==> src/rtl/csr_mcore_if.sv <==
// Execute-stage <-> machine-mode CSR unit bundle: CSR access, trap inputs, interrupt levels, redirect outputs.
// The stage drives requests (master); csr_mcore answers combinationally (slave).
interface csr_mcore_if #(parameter int XLEN = 64);
  logic            inst_valid;
  logic [1:0]      csr_op;
  logic [11:0]     csr_addr;
  logic [XLEN-1:0] csr_src;
  logic [XLEN-1:0] inst_pc;
  logic            exc_valid;
  logic [3:0]      exc_cause;
  logic            inst_mret;
  logic            irq_mtip;
  logic            irq_msip;
  logic            irq_meip;
  logic [XLEN-1:0] csr_rdata;
  logic            trap_valid;
  logic            redirect_valid;
  logic [XLEN-1:0] redirect_pc;

  modport master (
    output inst_valid, csr_op, csr_addr, csr_src, inst_pc, exc_valid, exc_cause, inst_mret,
           irq_mtip, irq_msip, irq_meip,
    input  csr_rdata, trap_valid, redirect_valid, redirect_pc
  );
  modport slave (
    input  inst_valid, csr_op, csr_addr, csr_src, inst_pc, exc_valid, exc_cause, inst_mret,
           irq_mtip, irq_msip, irq_meip,
    output csr_rdata, trap_valid, redirect_valid, redirect_pc
  );
endinterface

==> src/rtl/csr_mcore.sv <==
// Machine-mode CSR file with prioritised trap entry and mret; rdata/trap/redirect are same-cycle combinational.
// State commits at the next clk edge; never stalls the stage (no backpressure).
module csr_mcore #(
  parameter int              XLEN     = 64,
  parameter int              HART_ID  = 0,
  parameter bit              VECTORED = 1'b1,
  parameter logic [XLEN-1:0] MISA_VAL = {((XLEN == 64) ? 2'b10 : 2'b01), {(XLEN-14){1'b0}}, 12'h100}
) (
  input  logic         clk,
  input  logic         rst,
  csr_mcore_if.slave   bus
);
  localparam logic [11:0] A_MSTATUS  = 12'h300, A_MISA     = 12'h301, A_MIE      = 12'h304;
  localparam logic [11:0] A_MTVEC    = 12'h305, A_MCNTINH  = 12'h320, A_MSCRATCH = 12'h340;
  localparam logic [11:0] A_MEPC     = 12'h341, A_MCAUSE   = 12'h342, A_MIP      = 12'h344;
  localparam logic [11:0] A_MCYCLE   = 12'hB00, A_MINSTRET = 12'hB02;
  localparam logic [11:0] A_MCYCLEH  = 12'hB80, A_MINSTRETH = 12'hB82;
  localparam logic [11:0] A_MVENDOR  = 12'hF11, A_MARCHID  = 12'hF12, A_MIMPID   = 12'hF13;
  localparam logic [11:0] A_MHARTID  = 12'hF14;
  localparam logic [XLEN-1:0] LOW2 = XLEN'(3);

  // interrupt bit vectors are ordered {MEI, MTI, MSI}
  logic            st_mie_q, st_mie_d, st_mpie_q, st_mpie_d;
  logic [2:0]      ie_q, ie_d;
  logic [XLEN-1:0] mtvec_q, mtvec_d, mepc_q, mepc_d, mcause_q, mcause_d, mscratch_q, mscratch_d;
  logic            cy_inh_q, cy_inh_d, ir_inh_q, ir_inh_d;
  logic [63:0]     mcycle_q, mcycle_d, minstret_q, minstret_d;
  logic [2:0]      irq_meta_q, irq_sync_q;

  logic [XLEN-1:0] rd_val, wdata, vec_off;
  logic            impl, wants_write, illegal, wr_en;
  logic [2:0]      irq_pend;
  logic            irq_take, exc_take, ill_take, trap, mret_take;
  logic [3:0]      irq_code, trap_code;
  logic [1:0]      mode_new;

  always_comb begin
    rd_val = '0;
    impl   = 1'b1;
    case (bus.csr_addr)
      A_MSTATUS:   rd_val = XLEN'({2'b11, 3'b0, st_mpie_q, 3'b0, st_mie_q, 3'b0});
      A_MISA:      rd_val = MISA_VAL;
      A_MIE:       rd_val = XLEN'({ie_q[2], 3'b0, ie_q[1], 3'b0, ie_q[0], 3'b0});
      A_MTVEC:     rd_val = mtvec_q;
      A_MCNTINH:   rd_val = XLEN'({ir_inh_q, 1'b0, cy_inh_q});
      A_MSCRATCH:  rd_val = mscratch_q;
      A_MEPC:      rd_val = mepc_q;
      A_MCAUSE:    rd_val = mcause_q;
      A_MIP:       rd_val = XLEN'({irq_sync_q[2], 3'b0, irq_sync_q[1], 3'b0, irq_sync_q[0], 3'b0});
      A_MCYCLE:    rd_val = mcycle_q[XLEN-1:0];
      A_MINSTRET:  rd_val = minstret_q[XLEN-1:0];
      A_MCYCLEH:   if (XLEN == 32) rd_val = XLEN'(mcycle_q[63:32]); else impl = 1'b0;
      A_MINSTRETH: if (XLEN == 32) rd_val = XLEN'(minstret_q[63:32]); else impl = 1'b0;
      A_MVENDOR, A_MIMPID: rd_val = '0;
      A_MARCHID:   rd_val = XLEN'(1);
      A_MHARTID:   rd_val = XLEN'(HART_ID);
      default:     impl = 1'b0;
    endcase
  end

  // RS/RC with a zero source is a pure read, so it is legal even on read-only space
  assign wants_write = (bus.csr_op == 2'b01) || (bus.csr_op[1] && (|bus.csr_src));
  assign illegal     = bus.inst_valid && (bus.csr_op != 2'b00) &&
                       (!impl || ((bus.csr_addr[11:10] == 2'b11) && wants_write));

  always_comb begin
    case (bus.csr_op)
      2'b01:   wdata = bus.csr_src;
      2'b10:   wdata = rd_val | bus.csr_src;
      2'b11:   wdata = rd_val & ~bus.csr_src;
      default: wdata = rd_val;
    endcase
  end

  assign irq_pend  = irq_sync_q & ie_q;
  assign irq_take  = bus.inst_valid && st_mie_q && (|irq_pend);
  assign irq_code  = irq_pend[2] ? 4'd11 : (irq_pend[0] ? 4'd3 : 4'd7);
  assign exc_take  = bus.inst_valid && !irq_take && bus.exc_valid;
  assign ill_take  = bus.inst_valid && !irq_take && !bus.exc_valid && illegal;
  assign trap      = irq_take || exc_take || ill_take;
  assign trap_code = irq_take ? irq_code : (exc_take ? bus.exc_cause : 4'd2);
  assign mret_take = bus.inst_valid && bus.inst_mret && !trap;
  assign wr_en     = bus.inst_valid && !trap && wants_write;
  assign mode_new  = (VECTORED && (wdata[1:0] == 2'b01)) ? 2'b01 : 2'b00;
  assign vec_off   = (irq_take && (mtvec_q[1:0] == 2'b01)) ? XLEN'({irq_code, 2'b00}) : '0;

  assign bus.csr_rdata      = illegal ? '0 : rd_val;
  assign bus.trap_valid     = trap;
  assign bus.redirect_valid = trap || mret_take;
  assign bus.redirect_pc    = trap ? ((mtvec_q & ~LOW2) + vec_off) : mepc_q;

  always_comb begin
    st_mie_d   = st_mie_q;
    st_mpie_d  = st_mpie_q;
    ie_d       = ie_q;
    mtvec_d    = mtvec_q;
    mepc_d     = mepc_q;
    mcause_d   = mcause_q;
    mscratch_d = mscratch_q;
    cy_inh_d   = cy_inh_q;
    ir_inh_d   = ir_inh_q;
    mcycle_d   = cy_inh_q ? mcycle_q : mcycle_q + 64'd1;
    minstret_d = (bus.inst_valid && !trap && !ir_inh_q) ? minstret_q + 64'd1 : minstret_q;
    // counter writes restart from the held value so the dropped increment cannot carry
    if (wr_en) begin
      case (bus.csr_addr)
        A_MSTATUS:  begin st_mie_d = wdata[3]; st_mpie_d = wdata[7]; end
        A_MIE:      ie_d = {wdata[11], wdata[7], wdata[3]};
        A_MTVEC:    mtvec_d = {wdata[XLEN-1:2], mode_new};
        A_MCNTINH:  begin cy_inh_d = wdata[0]; ir_inh_d = wdata[2]; end
        A_MSCRATCH: mscratch_d = wdata;
        A_MEPC:     mepc_d = wdata & ~LOW2;
        A_MCAUSE:   mcause_d = wdata;
        A_MCYCLE: begin
          mcycle_d = mcycle_q;
          if (XLEN == 32) mcycle_d[31:0] = wdata[31:0]; else mcycle_d = 64'(wdata);
        end
        A_MINSTRET: begin
          minstret_d = minstret_q;
          if (XLEN == 32) minstret_d[31:0] = wdata[31:0]; else minstret_d = 64'(wdata);
        end
        A_MCYCLEH:   if (XLEN == 32) begin mcycle_d = mcycle_q; mcycle_d[63:32] = wdata[31:0]; end
        A_MINSTRETH: if (XLEN == 32) begin minstret_d = minstret_q; minstret_d[63:32] = wdata[31:0]; end
        default: ;
      endcase
    end
    if (mret_take) begin
      st_mie_d  = st_mpie_q;
      st_mpie_d = 1'b1;
    end
    if (trap) begin
      mepc_d    = bus.inst_pc & ~LOW2;
      mcause_d  = {irq_take, {(XLEN-5){1'b0}}, trap_code};
      st_mpie_d = st_mie_q;
      st_mie_d  = 1'b0;
    end
  end

  always_ff @(posedge clk) begin
    if (rst) begin
      st_mie_q   <= 1'b0;
      st_mpie_q  <= 1'b0;
      ie_q       <= '0;
      mtvec_q    <= '0;
      mepc_q     <= '0;
      mcause_q   <= '0;
      mscratch_q <= '0;
      cy_inh_q   <= 1'b0;
      ir_inh_q   <= 1'b0;
      mcycle_q   <= '0;
      minstret_q <= '0;
      irq_meta_q <= '0;
      irq_sync_q <= '0;
    end else begin
      st_mie_q   <= st_mie_d;
      st_mpie_q  <= st_mpie_d;
      ie_q       <= ie_d;
      mtvec_q    <= mtvec_d;
      mepc_q     <= mepc_d;
      mcause_q   <= mcause_d;
      mscratch_q <= mscratch_d;
      cy_inh_q   <= cy_inh_d;
      ir_inh_q   <= ir_inh_d;
      mcycle_q   <= mcycle_d;
      minstret_q <= minstret_d;
      irq_meta_q <= {bus.irq_meip, bus.irq_mtip, bus.irq_msip};
      irq_sync_q <= irq_meta_q;
    end
  end
endmodule

==> src/flat_wrapper.sv <==
// flat-port wrapper written by rule: the top's interface ports become plain ports
module csr_mcore_flat 
#(
  parameter int              XLEN     = 64,
  parameter int              HART_ID  = 0,
  parameter bit              VECTORED = 1'b1,
  parameter logic [XLEN-1:0] MISA_VAL = {((XLEN == 64) ? 2'b10 : 2'b01), {(XLEN-14){1'b0}}, 12'h100}
)
  (clk, rst, bus_inst_valid, bus_csr_op, bus_csr_addr, bus_csr_src, bus_inst_pc, bus_exc_valid, bus_exc_cause, bus_inst_mret, bus_irq_mtip, bus_irq_msip, bus_irq_meip, bus_csr_rdata, bus_trap_valid, bus_redirect_valid, bus_redirect_pc);
  csr_mcore_if #(.XLEN(XLEN)) bus_i ();
  input  logic clk;
  input  logic rst;
  input wire logic [$bits(bus_i.inst_valid)-1:0] bus_inst_valid;
  input wire logic [$bits(bus_i.csr_op)-1:0] bus_csr_op;
  input wire logic [$bits(bus_i.csr_addr)-1:0] bus_csr_addr;
  input wire logic [$bits(bus_i.csr_src)-1:0] bus_csr_src;
  input wire logic [$bits(bus_i.inst_pc)-1:0] bus_inst_pc;
  input wire logic [$bits(bus_i.exc_valid)-1:0] bus_exc_valid;
  input wire logic [$bits(bus_i.exc_cause)-1:0] bus_exc_cause;
  input wire logic [$bits(bus_i.inst_mret)-1:0] bus_inst_mret;
  input wire logic [$bits(bus_i.irq_mtip)-1:0] bus_irq_mtip;
  input wire logic [$bits(bus_i.irq_msip)-1:0] bus_irq_msip;
  input wire logic [$bits(bus_i.irq_meip)-1:0] bus_irq_meip;
  output wire logic [$bits(bus_i.csr_rdata)-1:0] bus_csr_rdata;
  output wire logic [$bits(bus_i.trap_valid)-1:0] bus_trap_valid;
  output wire logic [$bits(bus_i.redirect_valid)-1:0] bus_redirect_valid;
  output wire logic [$bits(bus_i.redirect_pc)-1:0] bus_redirect_pc;
  assign bus_i.inst_valid = bus_inst_valid;
  assign bus_i.csr_op = bus_csr_op;
  assign bus_i.csr_addr = bus_csr_addr;
  assign bus_i.csr_src = bus_csr_src;
  assign bus_i.inst_pc = bus_inst_pc;
  assign bus_i.exc_valid = bus_exc_valid;
  assign bus_i.exc_cause = bus_exc_cause;
  assign bus_i.inst_mret = bus_inst_mret;
  assign bus_i.irq_mtip = bus_irq_mtip;
  assign bus_i.irq_msip = bus_irq_msip;
  assign bus_i.irq_meip = bus_irq_meip;
  assign bus_csr_rdata = bus_i.csr_rdata;
  assign bus_trap_valid = bus_i.trap_valid;
  assign bus_redirect_valid = bus_i.redirect_valid;
  assign bus_redirect_pc = bus_i.redirect_pc;
  csr_mcore #(.XLEN(XLEN), .HART_ID(HART_ID), .VECTORED(VECTORED), .MISA_VAL(MISA_VAL)) u_core (.clk(clk), .rst(rst), .bus(bus_i));
endmodule
==> config.mk <==
export PLATFORM = sky130hd
export DESIGN_NAME = csr_mcore_flat
export DESIGN_NICKNAME = d
export VERILOG_FILES = /design/src/rtl/csr_mcore_if.sv /design/src/rtl/csr_mcore.sv /design/src/flat_wrapper.sv
export SDC_FILE = /design/constraint.sdc
export NUM_CORES = 1
export LEC_CHECK = 0
export CELL_PAD_IN_SITES_DETAIL_PLACEMENT = 0
export CELL_PAD_IN_SITES_GLOBAL_PLACEMENT = 1
export CORE_UTILIZATION = 40
export CTS_CLUSTER_DIAMETER = 150
export CTS_CLUSTER_SIZE = 28
export DETAILED_ROUTE_END_ITERATION = 8
export PLACE_DENSITY = 0.78
export SLEW_MARGIN = 20
export SYNTH_ARGS = -nofsm -noshare
export SYNTH_HDL_FRONTEND = slang
export SYNTH_SLANG_ARGS = --single-unit
==> constraint.sdc <==
create_clock -name clk -period 11.5 [get_ports clk]
set_input_delay 1.15 -clock clk [delete_from_list [all_inputs] [get_ports clk]]
set_output_delay 1.15 -clock clk [all_outputs]
set_load 0.03 [all_outputs]
==> flow_summary.json, run 1 <==
{
  "ys_seq_elements": 394,
  "io_pins": 284,
  "cts-htree-levels": 1,
  "core_area_um2": 61830,
  "worstSetupStartpointType": "input port",
  "start_util_pct": 40.52,
  "drt-initial-drc-count": 4170,
  "synth.distinct_cells": 96,
  "timing.fmax_ghz": 0.1334,
  "required_ns": 10.35,
  "ctsResizeCount": 0,
  "worst_slack_ns": 4.007,
  "mostFrequentLayoutCells": "nand2_1, nor2_1, dfxtp_1",
  "netlist_area_um2": 25050,
  "setup_viol": 0,
  "grt_max_degree": 184,
  "fin_crit_ns": 7.493,
  "die_w_um": 252.3,
  "die-height_um": 252.3,
  "gp_congestion": 1.003,
  "totalWireLength_mm": 139.2,
  "skew_ns": 0.03783,
  "numPortBuffers": 279,
  "critPathArrivalTime_ns": 6.34,
  "clk_latency_ns": 0.61,
  "clock_path_buffers": 3,
  "wl_per_cell_um": 32.71,
  "dp_slack_ns": 4.009,
  "cp-startpoint": "bus_inst_valid",
  "path_max_fanout": 9,
  "stdcell_count": 4256,
  "status": "finished clean",
  "p_leak_nw": 9.332,
  "hp-start": "u_core.irq_meta_q[0]",
  "relSlewSlack_pct": 19.73,
  "place_area_um2": 28270,
  "drc": 0,
  "cts_buffers": 18,
  "utilization_pct": 46.66,
  "yosys.area.top_type": "dfxtp_1",
  "globalRouteTotalUtil_pct": 42.35,
  "r2r.worst_path.cells": 10,
  "p_per_area_nw_per_um2": 94.93,
  "layout-drive-gt1-share_pct": 6.230,
  "fin_crit_sh_pct": 65.16,
  "nNetsFinal": 3578,
  "crit_type": "input port to output pin",
  "viasPerCell": 6.676,
  "syn_area_per_cell_um2": 7.532,
  "final_common_cell": "nand2_1",
  "cts_tree": "done",
  "vias": 28410,
  "ys.flop_type": "dfxtp_1",
  "synth_edf_count": 0,
  "hold-path-cell-count": 1,
  "setup_tns_ns": 0,
  "worstMarginPinSlew_ns": 1.201,
  "synthesis.instances": 3326,
  "synth.top_cell.area_share_pct": 31.48,
  "yosys_warnings": 0,
  "final_cell_area_um2": 28850,
  "root_buffer": "clkbuf_16",
  "clkSlewWorstSetupHoldPaths_ns": 0.09,
  "antenna_left": 0,
  "firstDrtPassIters": 8,
  "ys_top_cells_by_area": "dfxtp_1, nand2_1, nor2_1",
  "ir_worst_vdd_uv": 88.46,
  "cts_setup_buffers": 0,
  "gr-total-overflow": 0,
  "ys_seq_area_share_pct": 31.48,
  "fill_cells": 6210,
  "holdBufCountCts": 0,
  "num_antenna_cells": 0,
  "r2r_start": "u_core.irq_sync_q[2]",
  "syn2layout_area_growth_pct": 15.16,
  "grt_first_pass_wirelength_mm": 193.8,
  "dp.cells": 4232,
  "endpoint_kind": "output pin",
  "rsz0062_at_grt": "false",
  "r2r-end": "u_core.mepc_q[37]",
  "drv_slew": 0,
  "critPathCapture": "bus_redirect_pc[62]",
  "dpl.hpwl_mm": 97.40,
  "die_area_um2": 63640,
  "hold_path.class": "flip-flop to flip-flop",
  "cts.sinks": 394,
  "worst-r2r-setup-slack_ns": 7.28,
  "rows": 91,
  "drv_cap": 0,
  "async_flop_share_pct": 0,
  "hold_viol": 0,
  "grt_pass1_vias": 25680,
  "antenna_found_initial": 5
}
-- critical path: stages --
cell             delay [ns]
clkdlybuf4s50_1        0.70
inv_1                  0.08
nor2_1                 0.10
buf_4                  0.16
nand2_1                0.14
inv_1                  0.13
ha_1                   0.17
inv_1                  0.06
fa_1                   0.39
nor2b_1                0.12
o21ai_0                0.24
a21bo_2                0.39
or4_1                  0.70
nor2_1                 0.38
nand2_1                0.13
xor2_1                 0.15
o21ai_0                0.38
clkdlybuf4s50_1        0.77
-- state kept, by name, indices dropped and copies added, names as in the netlist, 3 cells and up --
signal	cells
u_core.mepc_q	62
u_core.mcause_q	64
u_core.ie_q	3
u_core.irq_sync_q	3
u_core.mcycle_q	64
u_core.irq_meta_q	3
u_core.minstret_q	64
u_core.mscratch_q	64
u_core.mtvec_q	63
-- where the power goes --
| part | internal (W) | total (W) | switching (W) |
|---|---|---|---|
| combinational | 0.000140 | 0.000466 | 0.000326 |
| sequential | 0.00139 | 0.00142 | 0.0000349 |
| clock | 0.000328 | 0.000851 | 0.000523 |
-- kinds of logic (layout without fill, tap and decap cells) --
group,count (synthesis),after routing,synth area share (%)
flops,394,394,31.48
buf+inv,335,427,5.803
other cells,1,2,0.01497
fa+ha+maj,7,7,0.3796
simple gates,1448,1448,27.92
mux,74,74,3.046
xor+xnor,183,183,6.398
compound gates,884,884,24.95
-- Yosys cell counts (14+ instances only) --
cell,instances
a2111oi_0,21
a211o_1,28
a211oi_1,176
a21o_1,23
a21oi_1,190
a222oi_1,15
a22o_1,17
a22oi_1,84
and2_1,19
and3_1,51
and4_1,25
buf_1,16
buf_2,79
buf_4,18
clkbuf_1,161
dfxtp_1,394
inv_1,55
mux2_2,18
mux2i_1,56
nand2_1,464
nand2b_1,31
nand3_1,136
nand4_1,85
nor2_1,401
nor2b_1,14
nor3_1,93
nor4_1,44
o2111ai_1,17
o211ai_1,14
o211ai_2,14
o21ai_0,131
o221ai_1,15
o31ai_1,14
xnor2_1,115
xor2_1,68
-- metrics by stage --
stage,hold WS (ns),power [W]
6_report,0.4544,0.002739
3_5_place_dp,0.4268,0.001892
2_1_floorplan,0.4138,0.001647
4_1_cts,0.4567,0.002711
5_1_grt,0.4625,0.002788
3_3_place_gp,0.4187,0.001889
-- routing by layer --
layer  part of all wire (%)  wire length [um]  GRT usage, %  vias up
li1                       -                 -             -    12280
met1                     42             58100         59.77    13760
met2                     39             54660         58.16     2048
met3                     14             19770         13.87      317
met4                    4.7              6540         17.40        9
met5                   0.10               139         1.467        -
-- cell type report --
class | instances | area (um2) | area share (%)
timing repair buffer | 348 | 3327 | 11.53
clock buffer | 19 | 475.5 | 1.648
clock inverter | 3 | 55.05 | 0.1908
sequential | 394 | 7888 | 27.34
tap | 837 | 1047 | 3.630
multi-input combinational | 2598 | 15840 | 54.92
inverter | 57 | 214.0 | 0.7416
-- how the worst min path moves through the flow --
stage	end	slack, ns
after floorplan	u_core.irq_sync_q[0]	0.41
after global placement	u_core.irq_sync_q[0]	0.42
after detailed placement	u_core.irq_sync_q[1]	0.43
after CTS	u_core.irq_sync_q[0]	0.46
after global routing	u_core.irq_sync_q[0]	0.46
final	u_core.irq_sync_q[0]	0.45
No activity file was read; power rests on OpenSTA's default activity.
==> inputs of run 2 (changes only) <==
- clock period: 11.5 -> 6.9 ns (I/O delays scaled with it)
==> flow_summary.json, run 2 (synthesis results as in run 1) <==
{
  "timing.fmax_ghz": 0.1574,
  "clkPwrFrac_pct": 30.1,
  "io_pins": 284,
  "globalRouteTotalUtil_pct": 42.64,
  "r2r_start": "u_core.minstret_q[7]",
  "numPortBuffers": 279,
  "die_area_um2": 63640,
  "dpl.hpwl_mm": 101.2,
  "die_w_um": 252.3,
  "r2r.worst_path.cells": 8,
  "gr-total-overflow": 0,
  "fin_crit_ns": 6.352,
  "switchingPower_w": 0.001450,
  "antenna_found_initial": 3,
  "rsz0062_at_grt": "false",
  "dr_wl_met2_mm": 54.37,
  "holdBufCountCts": 0,
  "firstDrtPassIters": 9,
  "worstSetupStartpointType": "flip-flop",
  "dp.cells": 4253,
  "pwr-share-seq_pct": 52.5,
  "ir_worst_vdd_uv": 189.8,
  "layout-drive-gt1-share_pct": 6.663,
  "cts_setup_buffers": 0,
  "core_area_um2": 61830,
  "dp_slack_ns": 0.6968,
  "start_util_pct": 40.52,
  "syn2layout_area_growth_pct": 15.97,
  "cts_buffers": 18,
  "path_max_fanout": 5,
  "fin_crit_sh_pct": 92.05,
  "clkSlewWorstSetupHoldPaths_ns": 0.12,
  "worst_slack_ns": 0.5483,
  "wl_per_cell_um": 32.82,
  "wl_met1_mm": 58.61,
  "endpoint_kind": "output pin",
  "status": "finished clean",
  "clock_path_buffers": 3,
  "totalWireLength_mm": 140.3,
  "cpMaxStageDelayCell": "clkdlybuf4s50_1",
  "setup_viol": 0,
  "report.power.total_w": 0.004516,
  "utilization_pct": 46.99,
  "r2r-end": "u_core.minstret_q[63]",
  "internal_power_w": 0.003065,
  "antenna_left": 0,
  "worstMarginPinSlew_ns": 1.278,
  "slowest_delay_ns": 0.77,
  "gp_congestion": 1.027,
  "grt_pass1_vias": 25920,
  "path_cells": "a222oi_1, nand2b_1, nor2_1, nand2_1, inv_1, ha_1, inv_1, fa_1, nor2b_1, o21ai_0, a21bo_2, or4_1, nor2_1, nand2_1, xor2_1, o21ai_0, clkdlybuf4s50_1",
  "setup_tns_ns": 0,
  "p_leak_nw": 9.429,
  "vias": 28670,
  "hold_viol": 0,
  "ctsResizeCount": 0,
  "critPathCapture": "bus_redirect_pc[62]",
  "relSlewSlack_pct": 14.56,
  "required_ns": 6.21,
  "nNetsFinal": 3597,
  "drv_cap": 0,
  "grt_first_pass_wirelength_mm": 194.9,
  "die-height_um": 252.3,
  "drt-initial-drc-count": 4620,
  "crit_type": "flip-flop to output pin",
  "met3_length_mm": 20.63,
  "skew_ns": 0.03878,
  "p_sw_share_pct": 32.12,
  "p_per_area_nw_per_um2": 155.4,
  "cts.sinks": 394,
  "cts_tree": "done",
  "mostFrequentLayoutCells": "nand2_1, nor2_1, dfxtp_1",
  "cp-startpoint": "u_core.ie_q[0]",
  "drv_slew": 0,
  "cts-htree-levels": 1,
  "cp.depth": 17,
  "fill_cells": 6250,
  "critPathArrivalTime_ns": 5.66,
  "crit_buf_inv": 3,
  "drc": 0,
  "final_common_cell": "nand2_1",
  "rows": 91,
  "comb_power_share_pct": 17.4,
  "worst-r2r-setup-slack_ns": 3.15,
  "grt_max_degree": 183,
  "hold_path.class": "flip-flop to flip-flop",
  "viasPerCell": 6.706,
  "top_layer": "met4",
  "stdcell_count": 4275,
  "root_buffer": "clkbuf_16",
  "clk_latency_ns": 0.58,
  "cpLargestDelayFamily": "simple AND/OR/NAND/NOR gates"
}
run 2: through the flow:
| stage | hold WS (ns) | area (um2) |
|---|---|---|
| after floorplan | 0.4138 | 25060 |
| after global placement | 0.4247 | 28530 |
| after detailed placement | 0.4358 | 28540 |
| after CTS | 0.4609 | 29040 |
| after global routing | 0.4716 | 29050 |
| final | 0.4583 | 29050 |
run 2: worst min path at each step:
stage / startpoint / endpoint / slack [ns] / cells past startpoint
6_report: u_core.irq_meta_q[0] / u_core.irq_sync_q[0] / 0.46 / 1
5_1_grt: u_core.irq_meta_q[0] / u_core.irq_sync_q[0] / 0.47 / 1
3_3_place_gp: u_core.irq_meta_q[0] / u_core.irq_sync_q[0] / 0.42 / 1
2_1_floorplan: u_core.irq_meta_q[0] / u_core.irq_sync_q[0] / 0.41 / 1
4_1_cts: u_core.irq_meta_q[0] / u_core.irq_sync_q[0] / 0.46 / 1
3_5_place_dp: u_core.irq_meta_q[0] / u_core.irq_sync_q[0] / 0.44 / 1
run 2: final cells by class:
type	instances	area [um2]	share of cell area (%)
Timing Repair Buffer	367	3566	12.27
Multi-Input combinational cell	2598	15830	54.49
Clock inverter	2	28.78	0.09905
Clock buffer	19	475.5	1.636
Sequential cell	394	7888	27.15
Tap cell	837	1047	3.604
Antenna cell	1	2.502	0.008613
Inverter	57	214.0	0.7364
run 2: metal layers:
metal | global-route usage, % | vias to the layer above
li1 | - | 12310
met1 | 61.28 | 13810
met2 | 58.21 | 2178
met3 | 13.18 | 365
met4 | 17.07 | 0
met5 | 0 | -
run 2: power groups by stage:
stage,clock network [W],logic (W),registers [W]
finish,0.00136,0.000785,0.00237
global route,0.00142,0.000800,0.00237
CTS,0.00136,0.000752,0.00236
detailed placement,0,0.000750,0.00242
global placement,0,0.000747,0.00241
floorplan,0,0.000362,0.00238
run 2: worst reg2reg max path: cells and delay by family, from the launching register on:
kind	cells	cell delay, ns
xor+xnor	1	0.11
compound gates	2	0.63
flops	1	0.47
simple gates	5	2.45
